<file path="config.mk">
export PLATFORM = sky130hd
export DESIGN_NAME = dma_buffer_reader
export DESIGN_NICKNAME = d
export VERILOG_FILES = /design/src/rtl/dma_buffer_reader_pkg.sv /design/src/rtl/stream_skid_fifo.sv /design/src/rtl/dma_buffer_reader.sv
export SDC_FILE = /design/constraint.sdc
export NUM_CORES = 1
export LEC_CHECK = 0
export CELL_PAD_IN_SITES_DETAIL_PLACEMENT = 1
export CELL_PAD_IN_SITES_GLOBAL_PLACEMENT = 1
export CORE_MARGIN = 2
export CORE_UTILIZATION = 42
export CTS_BUF_LIST = sky130_fd_sc_hd__clkbuf_4
export CTS_CLUSTER_DIAMETER = 150
export DETAILED_ROUTE_END_ITERATION = 10
export PLACE_DENSITY_LB_ADDON = 0.15
export SETUP_SLACK_MARGIN = 0.05
export SLEW_MARGIN = 20
export SYNTH_ARGS = -nofsm -noshare
export SYNTH_HDL_FRONTEND = slang
export SYNTH_SLANG_ARGS = --single-unit
</file>
<file path="constraint.sdc">
create_clock -name clock -period 2.2 [get_ports clock]
set_clock_uncertainty 0.15 [all_clocks]
set_input_delay 0.44 -clock clock [delete_from_list [all_inputs] [get_ports clock]]
set_output_delay 0.44 -clock clock [all_outputs]
set_load 0.03 [all_outputs]
</file>
<file path="src/rtl/dma_buffer_reader_pkg.sv">
`default_nettype none
// ============================================================================
//  Module      : dma_buffer_reader_pkg
//  Description : Shared types and constants for the DMA buffer reader slice:
//                transfer state encoding, output queue depth and an address
//                width helper.
//  Revision    : 1.0 - initial release
// ============================================================================
package dma_buffer_reader_pkg;

   // Transfer state encoding
   typedef enum logic [1:0] {
      ST_IDLE  = 2'd0,
      ST_RUN   = 2'd1,
      ST_DRAIN = 2'd2,
      ST_DONE  = 2'd3
   } dma_state_t;

   // Output queue depth: enough to cover the one-cycle buffer read latency
   localparam int c_QUEUE_DEPTH = 2;

   // Address width for a buffer of the given depth (at least one bit)
   function automatic int addr_width(input int entries);
      return (entries > 1) ? $clog2(entries) : 1;
   endfunction

endpackage
`default_nettype wire

</file>
<file path="src/rtl/stream_skid_fifo.sv">
`default_nettype none
// ============================================================================
//  Module      : stream_skid_fifo
//  Description : Two-entry FIFO holding words returned by the buffer until the
//                stream consumer accepts them. Push and pop in the same cycle
//                are both honoured; the head is presented combinationally from
//                the storage registers.
//  Revision    : 1.0 - initial release
// ============================================================================
module stream_skid_fifo
   import dma_buffer_reader_pkg::*;
#(
   parameter int WIDTH = 32
)
(
   input  logic             i_clk,
   input  logic             i_rst_n,
   input  logic             i_push,
   input  logic [WIDTH-1:0] i_pushData,
   input  logic             i_pop,
   output logic [1:0]       o_occupancy,
   output logic [WIDTH-1:0] o_headData,
   output logic             o_headValid
);

   logic [WIDTH-1:0] r_mem [c_QUEUE_DEPTH];
   logic             r_rdPtr;
   logic             r_wrPtr;
   logic [1:0]       r_count;

   logic             w_doPop;
   logic             w_doPush;

   // A pop frees the slot it reads, so a push into a full queue is legal then
   assign w_doPop  = i_pop && (r_count != 2'd0);
   assign w_doPush = i_push && ((r_count < 2'(c_QUEUE_DEPTH)) || w_doPop);

   // Storage, pointers and occupancy update
   always_ff @(posedge i_clk or negedge i_rst_n) begin
      if (!i_rst_n) begin
         for (int i = 0; i < c_QUEUE_DEPTH; i++) begin
            r_mem[i] <= '0;
         end
         r_rdPtr <= 1'b0;
         r_wrPtr <= 1'b0;
         r_count <= 2'd0;
      end else begin
         if (w_doPush) begin
            r_mem[r_wrPtr] <= i_pushData;
            r_wrPtr        <= ~r_wrPtr;
         end
         if (w_doPop) begin
            r_rdPtr <= ~r_rdPtr;
         end
         r_count <= r_count + {1'b0, w_doPush} - {1'b0, w_doPop};
      end
   end

   assign o_occupancy = r_count;
   assign o_headData  = r_mem[r_rdPtr];
   assign o_headValid = (r_count != 2'd0);

endmodule
`default_nettype wire

</file>
<file path="src/rtl/dma_buffer_reader.sv">
`default_nettype none
// ============================================================================
//  Module      : dma_buffer_reader
//  Description : Streams a contiguous, wrap-around region of the DMA buffer
//                out of read port B onto a valid/ready word stream. Reads are
//                credit-limited so the two-entry output queue never overflows,
//                giving one word per cycle under continuous ready.
//  Revision    : 1.0 - initial release
// ============================================================================
module dma_buffer_reader
   import dma_buffer_reader_pkg::*;
#(
   parameter  int bitwidth    = 32,
   parameter  int nrOfEntries = 512,
   localparam int AW          = addr_width(nrOfEntries)
)
(
   input  logic                clock,
   input  logic                resetN,
   input  logic                start,
   input  logic [AW-1:0]       startAddress,
   input  logic [AW:0]         wordCount,
   output logic [AW-1:0]       ramAddress,
   input  logic [bitwidth-1:0] ramData,
   output logic [bitwidth-1:0] streamData,
   output logic                streamValid,
   input  logic                streamReady,
   output logic                busy,
   output logic                done
);

   localparam logic [AW:0] c_MAX_WORDS = (AW+1)'(nrOfEntries);

   dma_state_t    r_state;
   logic [AW-1:0] r_ramAddress;
   logic [AW:0]   r_remaining;
   logic          r_inFlight;
   logic          r_busy;
   logic          r_done;

   logic [AW:0]   w_clampedCount;
   logic          w_handshake;
   logic [1:0]    w_occupancy;
   logic          w_headValid;
   logic [2:0]    w_credit;
   logic [2:0]    w_creditLimit;
   logic          w_issue;
   logic          w_lastIssue;
   logic          w_lastPop;

   assign w_clampedCount = (wordCount > c_MAX_WORDS) ? c_MAX_WORDS : wordCount;
   assign w_handshake    = w_headValid && streamReady;

   // Words held or on their way must stay below the queue depth; a pop at this
   // edge frees one slot, hence the limit rises by one on a handshake.
   assign w_credit      = {1'b0, w_occupancy} + {2'b00, r_inFlight};
   assign w_creditLimit = 3'(c_QUEUE_DEPTH) + {2'b00, w_handshake};

   assign w_issue     = (r_state == ST_RUN) && (r_remaining != '0) &&
                        (w_credit < w_creditLimit);
   assign w_lastIssue = w_issue && (r_remaining == (AW+1)'(1));

   // In DRAIN no reads remain, so the queue emptying on a pop is the last word
   assign w_lastPop = (r_state == ST_DRAIN) && w_handshake && !r_inFlight &&
                      (w_occupancy == 2'd1);

   // Transfer FSM with read issue, address/count tracking and status flags
   always_ff @(posedge clock or negedge resetN) begin
      if (!resetN) begin
         r_state      <= ST_IDLE;
         r_ramAddress <= '0;
         r_remaining  <= '0;
         r_inFlight   <= 1'b0;
         r_busy       <= 1'b0;
         r_done       <= 1'b0;
      end else begin
         r_inFlight <= w_issue;
         case (r_state)
            ST_IDLE: begin
               r_done <= 1'b0;
               if (start) begin
                  r_ramAddress <= startAddress;
                  r_remaining  <= w_clampedCount;
                  if (w_clampedCount == '0) begin
                     r_state <= ST_DONE;
                     r_done  <= 1'b1;
                  end else begin
                     r_state <= ST_RUN;
                     r_busy  <= 1'b1;
                  end
               end
            end
            ST_RUN: begin
               if (w_issue) begin
                  r_ramAddress <= r_ramAddress + AW'(1);
                  r_remaining  <= r_remaining - (AW+1)'(1);
               end
               if (w_lastIssue) begin
                  r_state <= ST_DRAIN;
               end
            end
            ST_DRAIN: begin
               if (w_lastPop) begin
                  r_state <= ST_DONE;
                  r_busy  <= 1'b0;
                  r_done  <= 1'b1;
               end
            end
            ST_DONE: begin
               r_state <= ST_IDLE;
               r_done  <= 1'b0;
            end
            default: begin
               r_state <= ST_IDLE;
               r_busy  <= 1'b0;
               r_done  <= 1'b0;
            end
         endcase
      end
   end

   stream_skid_fifo #(
      .WIDTH       (bitwidth)
   ) u_queue (
      .i_clk       (clock),
      .i_rst_n     (resetN),
      .i_push      (r_inFlight),
      .i_pushData  (ramData),
      .i_pop       (w_handshake),
      .o_occupancy (w_occupancy),
      .o_headData  (streamData),
      .o_headValid (w_headValid)
   );

   assign ramAddress  = r_ramAddress;
   assign streamValid = w_headValid;
   assign busy        = r_busy;
   assign done        = r_done;

endmodule
`default_nettype wire

</file>
# After elaboration in Yosys (flattened, before gate mapping)
# Cells that the tools add are included.
# word_totals
output_inout_bits,44
word_cells,86
regBits,92
# op_classes
n_reduce_logical,23
n_eq_ne,10
n_bitwise,4
mux,26
addsub,6
order_cmp,6
# ops
op,n
$mux W32,4
$bwmux W64,1
$demux W32 S1,1
$mux W10,3
$pmux W10 S2,1
$mux W9,2
$pmux W9 S2,1
$eq A10 B1 Y1 const B,1
$gt A10 B10 Y1 const B,1
$logic_and A1 B1 Y1,10
$logic_not A10 Y1,1
$ne A2 B2 Y1 const B,5
$reduce_bool A10 Y1,1
$sub A10 B1 Y10 const B,1
$add A9 B1 Y9 const B,1
$mux W2,4
$pmux W2 S4,1
$mux W1,6
$reduce_and A3 Y1,2
$reduce_bool A2 Y1,3
$eq A2 B1 Y1 const B,2
$eq A2 B2 Y1 const B,2
$ge A2 B2 Y1 const B,2
$not A1 Y2,2
16 further kinds,17

# Logic depth before layout (Yosys ltp)
# Gate-level depths: netlist of the first run.
# logic_depth
depth_word,8
ltp_mapped,9

# By module
# From an unflattened synthesis of the first run, not the netlist that was laid out.
# hier_totals
cells_unflattened,379
area_unflattened_um2,4911.0
# by_module_without_submodules
module,n_inst,cells_per_inst,seq_area_each_um2,area_each_um2
stream_skid_fifo,1,189,1701.6,3245.6
dma_buffer_reader,1,190,600.6,1665.3

# Worst setup path after synthesis of the first run
# OpenSTA, ideal clock, no wires.
# synth_timing
path_type,reg2reg
from,reg r_state[1]
to,reg r_remaining[9]
path_stages_with_launch,9
setup_time_ns,0.069
t_arrival_ns,1.764
slack_ns,0.217
path_buffers,1
required_time_ns,1.981
path_cell_list,dfrtp_1 > inv_1 > ha_1 > buf_4 > inv_2 > nor3_1 > nand3_1 > or3_1 > nand3_1
# synth_between
elab_chain_len,5
# synth_lines
element,line_no,text
from (decl),dma_buffer_reader.sv:34,dma_state_t r_state;
from (signal assigned),dma_buffer_reader.sv:70,r_state <= ST_IDLE;
from (signal assigned),dma_buffer_reader.sv:85,r_state <= ST_DONE;
from (signal assigned),dma_buffer_reader.sv:88,r_state <= ST_RUN;
$eq A2 B1 Y1,"dma_buffer_reader.sv:59, dma_buffer_reader.sv:78",
$logic_and A1 B1 Y1 (2 in series),dma_buffer_reader.sv:59,assign w_issue = (r_state == ST_RUN) && (r_remaining != '0) &&
$ne A2 B2 Y1 (no source line),--,
$reduce_and A3 Y1 (no source line),--,
to (signal assigned),dma_buffer_reader.sv:83,r_remaining <= w_clampedCount;
to (signal assigned),dma_buffer_reader.sv:96,r_remaining <= r_remaining - (AW+1)'(1);
to (decl),dma_buffer_reader.sv:36,logic [AW:0] r_remaining;
# Several ways; a longest one is shown, not always the timed one.
# A chain may end at the register's enable or synchronous reset.

# Final worst setup path of the first run
# layout_timing
from,reg u_queue.r_rdPtr
to,out streamData[5]
# layout_between
elab_chain_len,4
# layout_lines
element,line_no,text
from (decl),stream_skid_fifo.sv:27,logic r_rdPtr;
from (signal assigned),stream_skid_fifo.sv:53,r_rdPtr <= ~r_rdPtr;
$not A1 Y2 (not written as such),stream_skid_fifo.sv:60,assign o_headData = r_mem[r_rdPtr];
$mux W32 (not written as such) (3 in series),stream_skid_fifo.sv:60,
to (decl),dma_buffer_reader.sv:25,"output logic [bitwidth-1:0] streamData,"
# No other way between the ends. The select of a mux whose other input is x is not followed.

==> results.yml, run 1 <==
finish:
  layout_commonest_cell: "dfrtp_1"
  fin_area_mm2: 0.006520
  num-nets-final: 592
  drive_gt1_share_pct: 41.51
  areaGrowthSynthToFinish_pct: 40.04
  num_antenna_cells: 0
  final_cell_mix: "91 x dfrtp_1, 73 x mux2_2, 54 x clkdlybuf4s50_1"
  fillers: 1141
global_route:
  grt_pass1_vias: 3949
  grt_pass1_wl_um: 20130
  grt_start_max_net_pins: 93
  grt.total_usage_pct: 21.97
  gr-total-overflow: 0
  antenna_found_initial: 0
sta:
  slew_violations: 0
  worst_slew_pin_slew_ns: 0.5095
  tns_ns: -0.9941
  rsz0062_at_grt: "yes"
  fmax_ghz: 0.4343
  slew_headroom_pct: 66.03
  setup_viol: 17
  setup_ws_ns: -0.1024
  finalHoldViolations: 0
  finalCritPeriodShare_pct: 104.7
  period_minus_slack_ns: 2.302
power:
  power_density_mw_per_mm2: 1700
  p_leak_nw: 2.865
  max-vdd-ir-drop_v: 0.0007944
  power_mw: 11.09
detailed_routing:
  first_iter_violations: 162
  firstDrtPassIters: 4
  avgRoutedWirePerCell_um: 19.36
  vias: 3608
  routed_wl_um: 12970
  route.detailed.drc: 0
  viasPerCell: 5.385
  ant_nets: 0
clock_network:
  clockRootBuffer: "clkbuf_4"
  clk_pin_slew_ns: 0.15
  cts-htree-levels: 3
  clockBufferDepth: 2
  numCtsBuffers: 9
  clkLatencyLatePin_ns: 0.46
  clock_sinks: 92
  cts_tree: "done"
worst_setup_path:
  r2r_end: "r_remaining[8]"
  reg2reg_depth: 7
  crit_buf_inv: 3
  startpoint: "u_queue.r_rdPtr"
  critical_path.max_stage_delay_ns: 0.49
  path_delay_family: "flip-flops"
  end_kind: "primary output"
  worstSetupStartpointType: "flop"
  cp_slowest_cell: "dfrtp_2"
  rrSetupSlack_ns: 0.15
  worstSetupEndpoint: "streamData[5]"
  criticalPathCategory: "flop to primary output"
  critPathArrivalTime_ns: 1.71
  crit_top_cell: "buf_6"
  cp_num_cells: 4
  crit_path_max_fanout: 4
  crit_path_cell_trace: "buf_6 -> clkbuf_16 -> mux2_4 -> buf_6"
  r2r_start: "r_remaining[0]"
  required_ns: 1.61
die:
  start_util_pct: 42.95
  dieArea_mm2: 0.01194
  io_pins: 99
  coreArea_mm2: 0.01084
  die_w_um: 109.3
  placementRows: 38
  die_y_um: 109.3
yosys:
  synth_cell_types: 56
  yosys_warnings: 0
  synth_seq_area_share_pct: 49.45
  synth_xor_xnor_area_share_pct: 0.7525
  synth_area_mm2: 0.004656
  synth_ff_type: "dfrtp_1"
  ys_seq_elements: 92
  synth_mux_area_share_pct: 24.08
  synth_adder_area_share_pct: 3.225
  synth_top_family_by_area: "multiplexers"
  syn_nets: 449
  ys_async_sr_fraction_pct: 100.0
  synth_edf_count: 0
  synth_compound_area_share_pct: 10.62
  synthSimpleGateAreaFrac_pct: 8.707
  synth_area_per_cell_um2: 12.19
  synth_cells: 382
placement:
  place_area_mm2: 0.006055
  hpwlAfterDp_um: 8766
  place.gp.congestion: 0.7823
  portBuffers: 98
run_status:
  status: "finished, violations left"
  violations: "setup timing"
flow_run:
  cap_viol_max_count: 0
min_path:
  min_path_type: "flop to flop"
  whs_path_depth: 1
==> kinds of logic after synthesis <==
family / count (synthesis)
AND/OR/NAND/NOR: 74
multiplexers: 100
flip-flops: 92
buffers and inverters: 32
adder cells (fa/ha/maj): 12
AO/OA/AOI/OAI: 68
XOR/XNOR: 4
==> worst register-to-register path, cell delays in order (launching register included) <==
cell,delay [ns]
dfrtp_1,0.41
inv_1,0.14
ha_4,0.16
nor3b_4,0.23
nand2_2,0.10
o31a_1,0.26
a211o_1,0.28
a22o_1,0.24
==> cell usage after synthesis, types with 2 or more instances <==
master / number / share of area [%]
or2_2: 2 / 0.27
buf_4: 4 / 0.65
nor4_1: 2 / 0.27
or3_1: 2 / 0.27
nand4_1: 2 / 0.27
o32ai_1: 3 / 0.56
o31ai_1: 2 / 0.32
nand3_1: 11 / 1.2
o21ai_0: 6 / 0.65
a31oi_1: 4 / 0.54
clkbuf_1: 7 / 0.56
mux2_1: 2 / 0.48
mux2i_1: 4 / 0.86
nor2_1: 11 / 0.89
mux2_2: 94 / 23
o22ai_1: 2 / 0.27
buf_2: 4 / 0.43
inv_1: 15 / 1.2
nand2b_1: 3 / 0.40
o21ai_1: 5 / 0.54
a21o_1: 3 / 0.48
xnor2_1: 4 / 0.75
nor3_2: 2 / 0.43
ha_1: 12 / 3.2
a32oi_1: 6 / 1.1
a21oi_1: 14 / 1.5
dfrtp_1: 92 / 49
o21a_1: 5 / 0.81
nand2_1: 20 / 1.6
a211o_1: 2 / 0.38
nor2b_1: 5 / 0.67
a41oi_1: 2 / 0.38
and3_1: 3 / 0.40
nor3_1: 5 / 0.54
==> report_power, final <==
| group | leakage, nW | internal (mW) | switching [mW] |
|---|---|---|---|
| clock network | 0.0595 | 0.260 | 0.611 |
| logic | 1.72 | 3.57 | 3.41 |
| registers | 1.09 | 2.56 | 0.678 |
| total | 2.87 | 6.39 | 4.70 |
==> area by class of cell <==
| type | instances | area, um2 | area share [%] |
|---|---|---|---|
| well taps | 140 | 175.2 | 2.687 |
| clock buffers | 11 | 82.58 | 1.267 |
| repair buffers | 148 | 1498 | 22.97 |
| inverters | 16 | 60.06 | 0.9211 |
| flip-flops and latches | 92 | 2303 | 35.33 |
| clock inverters | 5 | 36.28 | 0.5565 |
| multi-input cells | 258 | 2365 | 36.27 |
==> metrics by stage <==
stage          utilization, %  setup WS, ns  hold slack [ns]  cells
4_1_cts                 58.10       -0.1211           0.3654    664
3_5_place_dp            55.85       -0.1762           0.3346    639
2_1_floorplan               -        0.2171        -0.005591    382
3_3_place_gp            55.85      -0.09418           0.3192    639
5_1_grt                 60.15       -0.1374           0.3841    670
6_report                60.15       -0.1024           0.3676    670
==> sequential cells by signal, indices dropped and copies added, names as in the netlist <==
signal,cells
u_queue.r_mem,64
r_remaining,10
ramAddress,9
r_state,2
u_queue.o_occupancy,2
busy,1
done,1
r_inFlight,1
u_queue.r_rdPtr,1
u_queue.r_wrPtr,1
==> worst min path at each step <==
stage / from / endpoint
final: done / done
after CTS: u_queue.r_mem[17] / u_queue.r_mem[17]
after global placement: u_queue.r_mem[17] / u_queue.r_mem[17]
after floorplan: resetN / busy
after detailed placement: u_queue.r_mem[17] / u_queue.r_mem[17]
after global routing: u_queue.r_mem[28] / u_queue.r_mem[28]
==> routing by layer <==
metal / track usage (%) / share of wire (%)
met5: 0 / 0
met4: 7.233 / 1.3
met3: 3.048 / 4.2
met2: 38.20 / 52
met1: 28.20 / 43
==> what timing repair did <==
item	CTS	global route
pin swaps	0	2
setup endpoints to repair	49	55
hold buffers	1	0
gates cloned	2	1
buffers inserted	6	6
gates resized for setup	233	50
endpoints found under the hold margin	92	0
No activity file was read; power rests on OpenSTA's default activity.
==> run 2, diff against run 1 <==
- CORE_ASPECT_RATIO: default -> 1.25
- CORE_UTILIZATION: 42 -> 52
- DONT_BUFFER_PORTS: default -> 1
==> run 2 against run 1 <==
  * The run ends with hold timing left
  * Critical path depth shrank 2
  * Non-clock buffer count is 78 lower
  * Wire length is 11% higher
  * Via count decreased by 4.4%
  * First-iteration DRC count decreased by 34%
  * Clock power is 26% higher
  * Cell count decreased by 15%
  * Worst setup slack gained 0.14 ns
  * Combinational power is 18% lower
  * Sequential share of layout area up 5.0 points
  * Sequential cell count unchanged
  * Die area fell by 19%
  * Critical endpoint is now streamData[31]
  * Largest cell class unchanged
==> results.yml, run 2 (synthesized netlist as in run 1, its figures left out) <==
worst_setup_path:
  end_kind: "primary output"
  worstSetupStartpointType: "flop"
  criticalPathCategory: "flop to primary output"
  crit_path_max_fanout: 13
  required_ns: 1.61
  critPathArrivalTime_ns: 1.57
finish:
  final_cell_mix: "91 x dfrtp_1, 72 x mux2_2, 35 x dlygate4sd3_1"
  largest_reg_flops: 64
  regMostFlops: "u_queue.r_mem"
  fillers: 884
  num_antenna_cells: 0
  post-route-util_pct: 65.70
  layout_commonest_cell: "dfrtp_1"
  multi_input_area_mm2: 0.002355
  drive_gt1_share_pct: 38.50
  register_area_mm2: 0.002303
  areaGrowthSynthToFinish_pct: 22.79
  num-nets-final: 514
  finalNonFillerCells: 572
placement:
  hpwlAfterDp_um: 8228
  portBuffers: 0
  dpl.cell_count: 511
  place.gp.congestion: 0.8323
die:
  start_util_pct: 53.51
  dieArea_mm2: 0.009731
  die_w_um: 88.63
  coreArea_mm2: 0.008701
  placementRows: 38
  io_pins: 99
  die_y_um: 109.8
sta:
  setup_viol: 0
  slew_violations: 0
  fmax_ghz: 0.4630
  finalHoldViolations: 92
  worst_slew_pin_slew_ns: 0.5089
  finalCritPeriodShare_pct: 98.18
  period_minus_slack_ns: 2.160
  slew_headroom_pct: 65.76
  rsz0062_at_grt: "yes"
  timing.hold.ws_ns: -0.5194
detailed_routing:
  routed_wl_um: 14370
  wl_met1_um: 5505
  top_layer: "met4"
  wl_met3_um: 699
  route.detailed.drc: 0
  vias: 3450
  wl_met2_um: 7608
  avgRoutedWirePerCell_um: 25.13
  first_iter_violations: 107
  viasPerCell: 6.031
  firstDrtPassIters: 4
  ant_nets: 0
run_status:
  status: "finished, violations left"
  violations: "hold timing"
power:
  p_int_mw: 5.531
  swShare_pct: 45.99
  combinationalPowerShare_pct: 55.6
  p_leak_nw: 2.480
  power_frac_seq_pct: 33.6
  power_switching_mw: 4.709
  clock_power_share_pct: 10.8
  power_density_mw_per_mm2: 1791
  power_mw: 10.24
  max-vdd-ir-drop_v: 0.0007850
clock_network:
  clkLatencyLatePin_ns: 0.46
  cts-htree-levels: 3
  clock_sinks: 92
  numCtsBuffers: 9
  clockBufferDepth: 2
  clk_pin_slew_ns: 0.17
  cts_tree: "done"
  clockRootBuffer: "clkbuf_4"
global_route:
  antenna_found_initial: 0
  grt_pass1_vias: 3836
  grt_pass1_wl_um: 21130
  grt_start_max_net_pins: 93
  gr-total-overflow: 0
  grt.total_usage_pct: 29.40
min_path:
  min_path_type: "primary input to asynchronous set/reset pin"
flow_run:
  cap_viol_max_count: 0
## run 2: changes by cell type in the layout (fill, tap and decap cells not counted), moves of 3 or more
| cell | change |
|---|---|
| buf_4 | -10 |
| buf_6 | -35 |
| clkdlybuf4s50_1 | -54 |
| clkinvlp_4 | -3 |
| dlygate4sd2_1 | -9 |
| dlygate4sd3_1 | +34 |
## run 2: per-layer routing
metal	vias up	track usage (%)
met5	-	0
met4	0	14.39
met3	41	7.282
met2	124	50.85
li1	1527	-
met1	1758	33.43
## run 2: path summary, 6_finish.rpt
kind / to / depth (start not counted) / slack [ns] / start
min reg2reg: u_queue.r_mem[11] / 1 / 0.38 / u_queue.r_mem[11]
min: u_queue.r_mem[20] / 0 / -0.52 / resetN
max: streamData[31] / 2 / 0.04 / u_queue.r_rdPtr
max reg2reg: r_remaining[8] / 7 / 0.13 / r_remaining[0]
min in group clock: ramAddress[1] / 2 / 0.03 / startAddress[1]
max in group asynchronous: u_queue.r_mem[25] / 0 / 2.25 / resetN
## run 2: critical path, stage by stage, from the launching register on
cell	delay [ns]
dfrtp_2	0.48
buf_12	0.19
mux2_2	0.45
## run 2: power by group through the flow
stage	Clock, mW	Sequential [mW]	Combinational (mW)
after global routing	1.18	3.52	6.04
after floorplan	0	3.22	3.79
after CTS	1.09	3.31	5.16
after detailed placement	0	3.34	4.87
after global placement	0	3.23	4.71
final	1.10	3.44	5.69
## run 2: cell type report
| type | count | area share, % |
|---|---|---|
| multi-input cells | 258 | 41.19 |
| well taps | 120 | 2.626 |
| clock buffers | 9 | 1.182 |
| repair buffers | 70 | 11.97 |
| clock inverters | 7 | 1.685 |
| flip-flops and latches | 92 | 40.29 |
| inverters | 16 | 1.051 |
## run 2: repair_timing
action                                  CTS  global route
endpoints found under the hold margin   158            93
buffers inserted                          4             5
pin swaps                                 1             3
resized for setup                        10            31
endpoints found under the setup margin   32            81
hold buffers                             34             1
cloned                                    0             1
## run 2: metrics by stage
step | hold slack [ns] | setup TNS [ns] | setup slack [ns] | instance area, um2
finish | -0.5194 | 0 | 0.04008 | 5717
global route | -0.5515 | -0.1171 | -0.01866 | 5717
CTS | -0.5180 | 0 | 0.04164 | 5533
detailed placement | -0.003546 | -0.2437 | -0.05125 | 4946
global placement | -0.003576 | 0 | 0.02728 | 4946
floorplan | -0.005591 | 0 | 0.2171 | 4656
